File: config.mk
export PLATFORM = sky130hd
export DESIGN_NAME = sparse_mac_pe
export DESIGN_NICKNAME = d
export VERILOG_FILES = /design/src/rtl/sparse_mac_pe.sv
export SDC_FILE = /design/constraint.sdc
export NUM_CORES = 2
export LEC_CHECK = 0
export ABC_AREA = 1
export CAP_MARGIN = 10
export CORE_ASPECT_RATIO = 0.5
export CORE_UTILIZATION = 35
export DETAILED_ROUTE_END_ITERATION = 6
export DONT_BUFFER_PORTS = 1
export PLACE_DENSITY_LB_ADDON = 0.15
export SLEW_MARGIN = 5
export SYNTH_ARGS = -nofsm -noshare
export SYNTH_HDL_FRONTEND = slang
export SYNTH_SLANG_ARGS = --single-unit
File: constraint.sdc
create_clock -name clk -period 8.38 [get_ports clk]
set_input_delay 1.676 -clock clk [delete_from_list [all_inputs] [get_ports clk]]
set_output_delay 1.676 -clock clk [all_outputs]
set_load 0.005 [all_outputs]
File: src/rtl/sparse_mac_pe.sv
// Sparse dot-product processing element: pops (data, index) pairs from a FIFO,
// multiplies each by a locally stored weight and accumulates the products.
module sparse_mac_pe #(
    parameter int unsigned D_WIDTH   = 16,
    parameter int unsigned I_WIDTH   = 4,
    parameter int unsigned ACC_WIDTH = 40
) (
    input  logic                 clk,
    input  logic                 rst,
    input  logic                 start,
    input  logic [7:0]           len,
    input  logic                 w_wr_en,
    input  logic [I_WIDTH-1:0]   w_wr_addr,
    input  logic [D_WIDTH-1:0]   w_wr_data,
    input  logic                 fifo_empty,
    output logic                 fifo_r_en,
    input  logic [D_WIDTH-1:0]   fifo_data,
    input  logic [I_WIDTH-1:0]   fifo_index,
    output logic [ACC_WIDTH-1:0] acc_out,
    output logic                 acc_valid,
    output logic                 busy
);

    localparam int unsigned NumW    = 2 ** I_WIDTH;
    localparam int unsigned P_WIDTH = 2 * D_WIDTH;

    typedef enum logic [1:0] {StIdle, StRun, StDrain, StDone} state_e;

    state_e                     state_q, state_d;
    logic [7:0]                 issue_cnt_q, issue_cnt_d;
    logic                       rd_v_q, rd_v_d;
    logic                       prod_v_q, prod_v_d;
    logic signed [P_WIDTH-1:0]  prod_q, prod_d;
    logic [ACC_WIDTH-1:0]       acc_q, acc_d;
    logic [D_WIDTH-1:0]         weights_q [NumW];
    logic [D_WIDTH-1:0]         weights_d [NumW];
    logic signed [P_WIDTH-1:0]  mul_a, mul_b;

    // Reset gates the strobe directly so no entry is popped during the reset cycle.
    always_comb begin
        fifo_r_en = (state_q == StRun) && !fifo_empty && (issue_cnt_q != 8'd0) && !rst;
        busy      = (state_q != StIdle);
        acc_valid = (state_q == StDone);
        acc_out   = acc_q;
    end

    always_comb begin
        mul_a = P_WIDTH'($signed(fifo_data));
        mul_b = P_WIDTH'($signed(weights_q[fifo_index]));
    end

    always_comb begin
        state_d     = state_q;
        issue_cnt_d = issue_cnt_q;
        rd_v_d      = fifo_r_en;
        prod_v_d    = rd_v_q;
        prod_d      = prod_q;
        acc_d       = acc_q;
        weights_d   = weights_q;

        if (w_wr_en) begin
            weights_d[w_wr_addr] = w_wr_data;
        end
        // Lookup reads the registered table, so a same-cycle write is not yet visible.
        if (rd_v_q) begin
            prod_d = mul_a * mul_b;
        end
        if (prod_v_q) begin
            acc_d = acc_q + ACC_WIDTH'(prod_q);
        end

        unique case (state_q)
            StIdle: begin
                if (start) begin
                    acc_d = '0;
                    if (len != 8'd0) begin
                        issue_cnt_d = len;
                        state_d     = StRun;
                    end else begin
                        state_d = StDone;
                    end
                end
            end
            StRun: begin
                if (fifo_r_en) begin
                    issue_cnt_d = issue_cnt_q - 8'd1;
                    if (issue_cnt_q == 8'd1) begin
                        state_d = StDrain;
                    end
                end
            end
            StDrain: begin
                if (!rd_v_q && !prod_v_q) begin
                    state_d = StDone;
                end
            end
            StDone: begin
                state_d = StIdle;
            end
            default: begin
                state_d = StIdle;
            end
        endcase
    end

    always_ff @(posedge clk) begin
        if (rst) begin
            state_q     <= StIdle;
            issue_cnt_q <= '0;
            rd_v_q      <= 1'b0;
            prod_v_q    <= 1'b0;
            prod_q      <= '0;
            acc_q       <= '0;
            weights_q   <= '{default: '0};
        end else begin
            state_q     <= state_d;
            issue_cnt_q <= issue_cnt_d;
            rd_v_q      <= rd_v_d;
            prod_v_q    <= prod_v_d;
            prod_q      <= prod_d;
            acc_q       <= acc_d;
            weights_q   <= weights_d;
        end
    end

endmodule

* Word level (Yosys, flattened, before mapping)
Cells that the tools add are included.
Cells by class: multiply operators 1, $add $sub $neg 2, $lt $le $gt $ge 3, muxes and demuxes 19, reduce and logical (&&, ||, !) cells 16, eq/ne operators 9, shifts and indexed selects 0, bitwise operators 2, divide/modulo/power cells 0
Operators with widths (count):
- bitwise mux 256 bit | 1
- 2-to-1 mux 40 bit | 3
- binary-select mux 16 bit (select 4 bit) | 1
- demux 16 bit (select 4 bit) | 1
- 2-to-1 mux 16 bit | 3
- adder 40 bit | 1
- multiplier 16 x 16 -> 32 bit | 1
- 2-to-1 mux 8 bit | 3
- one-hot mux 8 bit (2 select lines) | 1
- nonzero test 8 bit | 2
- greater-or-equal comparator 5 bit, second input constant | 2
- 2-to-1 mux 2 bit | 5
- inverter 4 -> 5 bit | 2
- equality test 8 x 1 -> 1 bit, second input constant | 1
- inequality test 2 bit, second input constant | 4
- one-hot mux 2 bit (4 select lines) | 1
- AND reduction 4 bit | 2
- subtractor 8 x 1 -> 8 bit, second input constant | 1
- logical AND 1 bit | 5
- < comparator 5 x 1 -> 1 bit, second input constant | 1
- equality test 2 bit, second input constant | 2
- zero test 1 bit | 4
- nonzero test 2 bit | 2
- equality test 2 x 1 -> 1 bit, second input constant | 1
- other kinds (2) | 2
Storage, ports and cells: memory bits (read-only) 0, latch bits 0, output and inout bits 43, memories 0, flip-flop bits (word level) 340, memory bits (writable) 0, input port bits 53

* Longest topological paths before layout
depth after elaboration 6, gate-level depth with buffers 34, gate-level depth less buffers 32

* Worst setup path after synthesis
Ideal clock, no wire load.
kind in2reg, from input fifo_index[1], to register prod_q[31], cell stages on the path 29, data arrival time 7.290 ns, path slack 0.981 ns, path through buf_4 > buf_4 > buf_2 > o32ai_1 > o211ai_1 > nand2_1 > buf_4 > nand2_1 > fa_1 > inv_1 > fa_1 > inv_1 > fa_1 > fa_1 > inv_1 > fa_1 > fa_1 > ha_1 > inv_1 > nor3_1 > nand2_1 > nor3_1 > nand2_1 > o211ai_1 > inv_1 > nand2_1 > nand3_1 > nand2_1 > inv_1
On the way: cells in the longest elaborated chain, start to end 5
Ends and longest elaborated chain:
- from (decl) | line 18 | input logic [I_WIDTH-1:0] fifo_index,
- inverter 4 -> 5 bit (implied by the code) | line 49 | mul_b = P_WIDTH'($signed(weights_q[fifo_index]));
- binary-select mux 16 bit (select 4 bit) | line 49
- 2-to-1 mux 16 bit (implied by the code) (2 in a row) | line 49
- multiplier 16 x 16 -> 32 bit | line 66 | prod_d = mul_a * mul_b;
- to (signal assigned) | line 120 | prod_q <= prod_d;
- to (decl) | line 33 | logic signed [P_WIDTH-1:0] prod_q, prod_d;
No other way between the ends. The select of a mux whose other input is x is not followed. A chain may end at the register's enable or synchronous reset.

* Final worst setup path
from input fifo_index[0], to register prod_q[27]
Same word-level chain as after synthesis.

==> metrics.md <==
| Metric | Value |
|---|---|
| Status | `finished clean` |
| CP required | `just under 9000 ps` |
| Crit share post-route | `90.8%` |
| Detailed-route wire length per cell | `~19 µm` |
| Clk pwr share | `15.4%` |
| Area of the core | `77500 µm²` |
| Total track usage | `22.2%` |
| DRC viols | `0` |
| Slew HR | `between 20 and 30%` |
| P per Cell Area | `approximately 370 nW/µm²` |
| Met3 GRT Util | `2.86%` |
| Resized Gates After CTS | `0` |
| Synth Net Count | `between 4000 and 5000` |
| DRT Pass-1 Iters | `7` |
| Cts bufs inserted | `36` |
| Ys flop type | `dfxtp_1` |
| Leakage | `14.1 nW` |
| Initial core utilization | `35.5%` |
| Diode count | `0` |
| Hold Path Class | `flop to flop` |
| Die Height | `~200 µm` |
| Comb power frac | `68.6%` |
| R2r startpoint | `weights_q[244]$_SDFFE_PP0P_` |
| Mapped Area | `between 20000 and 30000 µm²` |
| Layer carrying the most global-route usage | `met2` |
| Final wirelength | `~90000 µm` |
| Syn Inst Count | `3836` |
| Longest Clk Path Bufs | `3` |
| Yosys warnings | `0` |
| Sequential share of the synthesized area | `24.8%` |
| Maximum level of the CTS H-tree | `2` |
| Synth async-reset ratio | `0%` |
| P_sw | `0.00562 W` |
| Max cap viols | `0` |
| Row cnt | `between 70 and 80` |
| CP Launch Type | `primary input` |
| Vias in the first global route | `approximately 24000` |
| TNS Setup | `0 ps` |
| Met1 Use GR | `30.7%` |
| Root Buffer | `clkbuf_16` |
| DP Area | `28200 µm²` |
| Arr. time, crit path | `approximately 8100 ps` |
| Minimum clock period | `7610 ps` |
| CTS tree | `built` |
| Yosys reg bits | `340` |
| Hold path startpoint | `weights_q[245]$_SDFFE_PP0P_` |
| Peak supply drop | `approximately 0.37 mV` |
| Internal | `0.00538 W` |
| Layout cell share with drive strength beyond 1 | `3.56%` |
| Fin area | `29500 µm²` |
| First-pass GRT wire length | `around 140000 µm` |
| Post-DRT Antenna Nets | `0` |
| Via Count | `24300` |
| Fin. Hold Viols | `0` |
| Slew @ Worst Pin | `~1100 ps` |
| Clock sinks | `340` |
| Crit Path Max Fanout | `162` |
| Via density | `5.07` |
| DRT iter0 DRCs | `approximately 1800` |
| Fillers | `8319` |
| Final RePlAce weighted congestion | `0.943` |
| Power share of the sequential group | `16.0%` |
| Global route total overflow | `0` |
| Initial antenna violation count | `0` |
| Die width | `398 µm` |
| Clk_skew | `31.5 ps` |
| Number of library cell types mapped by synthesis | `46` |
| Final setup violation count | `0` |
| Setup bufs post-CTS | `0` |
| Total I/O pin count | `between 90 and 100` |
| RSZ-0062 raised after global routing | `false` |
| Met2 usage | `36.7%` |
| Final design utilization | `38.1%` |
| Worst setup EP type | `flop` |
| Hold-fix buffers at CTS | `0` |
| Avg Inst Size Synth | `~7.2 µm²` |
| Die ar. | `approximately 80000 µm²` |
| Clk slew on worst S/H paths | `60 ps` |
| Post-DP HPWL | `65500 µm` |
| Critical path class | `primary input to flop` |
| Area Growth Syn to Fin | `7.31%` |
| Worst-Skew Late Latency | `590 ps` |
| Pin count of the biggest net entering global routing | `roughly 160` |
| Max Fclk | `between 100 and 150 MHz` |
| Final Max Slew Viols | `0` |
| Switching portion of total power | `just over 50%` |
| Crit path launch | `fifo_index[0]` |
| Port bufs | `0` |
| Final nets | `4180` |
| Number of synthesized flops with an enable pin | `0` |
-- layer usage --
metal | wire length, µm | up-vias
met4 | 1860 | 0
met5 | 0 | -
met3 | 4110 | 118
li1 | - | 11900
met1 | 42000 | 11700
met2 | 41100 | 594
-- flip-flops by register name, indices dropped and copies added (netlist names) --
register and count:
weights_q 256, acc_out 40, prod_q 32, issue_cnt_q 8, state_q 2, prod_v_d 1
prod_v_q 1
-- path summary, 6_finish.rpt --
path | end | slack [ps] | cells past startpoint
max reg2reg | prod_q[27]$_SDFFE_PP0P_ | 1800 | 26
min | weights_q[245]$_SDFFE_PP0P_ | 450 | 2
max | prod_q[27]$_SDFFE_PP0P_ | 770 | 26
min reg2reg | weights_q[245]$_SDFFE_PP0P_ | 450 | 2
-- cell usage after synthesis (2+ instances only) --
cell	n	area share (%)
nor3_1	15	0.27
buf_2	22	0.40
fa_1	263	19
o22ai_1	13	0.30
nand3b_1	2	0.055
nand2_1	455	6.2
nand2_2	7	0.16
a21oi_2	3	0.096
clkbuf_1	112	1.5
nand3_1	109	2.0
buf_4	23	0.63
xor2_1	20	0.64
nand4_1	31	0.71
inv_2	12	0.16
o221ai_1	50	1.6
xnor2_1	13	0.41
a31o_2	2	0.064
nor4_1	3	0.068
ha_1	129	5.9
a21o_1	8	0.22
o21bai_1	14	0.38
a21boi_0	2	0.055
inv_1	549	7.5
clkinv_1	11	0.15
nor2_1	935	13
buf_6	12	0.49
o21a_1	4	0.11
buf_1	13	0.18
a31oi_1	9	0.20
o32ai_1	2	0.064
o21ai_0	411	7.5
or2_2	4	0.091
dfxtp_1	340	25
mux2i_1	28	1.0
a21oi_1	166	3.0
o21ai_1	5	0.091
o211ai_1	30	0.82
-- stage by stage --
step	setup WS [ps]	std cells	hold slack (ps)	total power [W]
3_3_place_gp	229	4732	439	0.00935
5_1_grt	426	4798	476	0.0122
6_report	772	4798	451	0.0110
2_1_floorplan	981	3836	430	0.00743
3_5_place_dp	216	4732	445	0.00932
4_1_cts	821	4797	454	0.0111
-- cell families after synthesis --
group / share of synthesized area (%)
adders and majority gates: 25.0
and+or+nand+nor: 22.4
muxes: 1.06
DFF: 24.8
xor gates and xnor gates: 1.05
AOI/OAI and AO/OA: 14.6
buffers and inverters: 11.1
-- placed cells by master (no fill, tap or decap), types with 3 or more instances in the layout --
| cell type | instances |
|---|---|
| nor2_1 | 934 |
| inv_1 | 549 |
| nand2_1 | 455 |
| o21ai_0 | 411 |
| dfxtp_1 | 338 |
| fa_1 | 263 |
| a21oi_1 | 166 |
| ha_1 | 129 |
| nand3_1 | 109 |
| o221ai_1 | 50 |
| buf_4 | 41 |
| clkbuf_16 | 36 |
| nand4_1 | 31 |
| o211ai_1 | 30 |
| mux2i_1 | 28 |
| xor2_1 | 20 |
| nor3_1 | 15 |
| o21bai_1 | 14 |
| o22ai_1 | 13 |
| xnor2_1 | 13 |
| inv_2 | 12 |
| clkinv_1 | 10 |
| clkbuf_8 | 10 |
| a31oi_1 | 9 |
| clkbuf_1 | 9 |
| a21o_1 | 8 |
| nand2_2 | 7 |
| o21ai_1 | 5 |
| or2_2 | 4 |
| o21a_1 | 4 |
| clkinv_2 | 4 |
| nor4_1 | 3 |
| a21oi_2 | 3 |
| buf_12 | 3 |
-- area by class of cell --
| class | count | area (µm²) | share of cell area, % |
|---|---|---|---|
| Timing Repair Buffer | 44 | 368 | 1.25 |
| Sequential cell | 340 | 6810 | 23.1 |
| Clock inverter | 10 | 155 | 0.526 |
| Tap cell | 1036 | 1300 | 4.40 |
| Inverter | 572 | 2150 | 7.30 |
| Multi-Input combinational cell | 2741 | 17600 | 59.8 |
| Clock buffer | 55 | 1070 | 3.64 |
-- power groups by stage --
stage	Clock [W]	Combinational, W	Sequential (W)
finish	0.00169	0.00754	0.00176
global route	0.00181	0.00865	0.00177
CTS	0.00175	0.00758	0.00176
detailed placement	0	0.00753	0.00180
global placement	0	0.00755	0.00180
floorplan	0	0.00566	0.00177
-- worst max-delay path, cell delays in order --
cell,delay [ps]
inv_2,130
buf_12,220
nor2_1,60
o221ai_1,190
nand3_1,160
nand2_1,180
nand2_1,150
fa_1,570
inv_1,70
fa_1,860
fa_1,540
fa_1,500
fa_1,490
inv_1,50
fa_1,470
inv_1,40
ha_1,370
nand2_1,140
nor2_1,170
inv_1,90
nor3_1,300
nand4_1,230
nand4_1,130
nand3_1,100
nand2_1,90
inv_1,40
(Power assumes the default switching activity.)
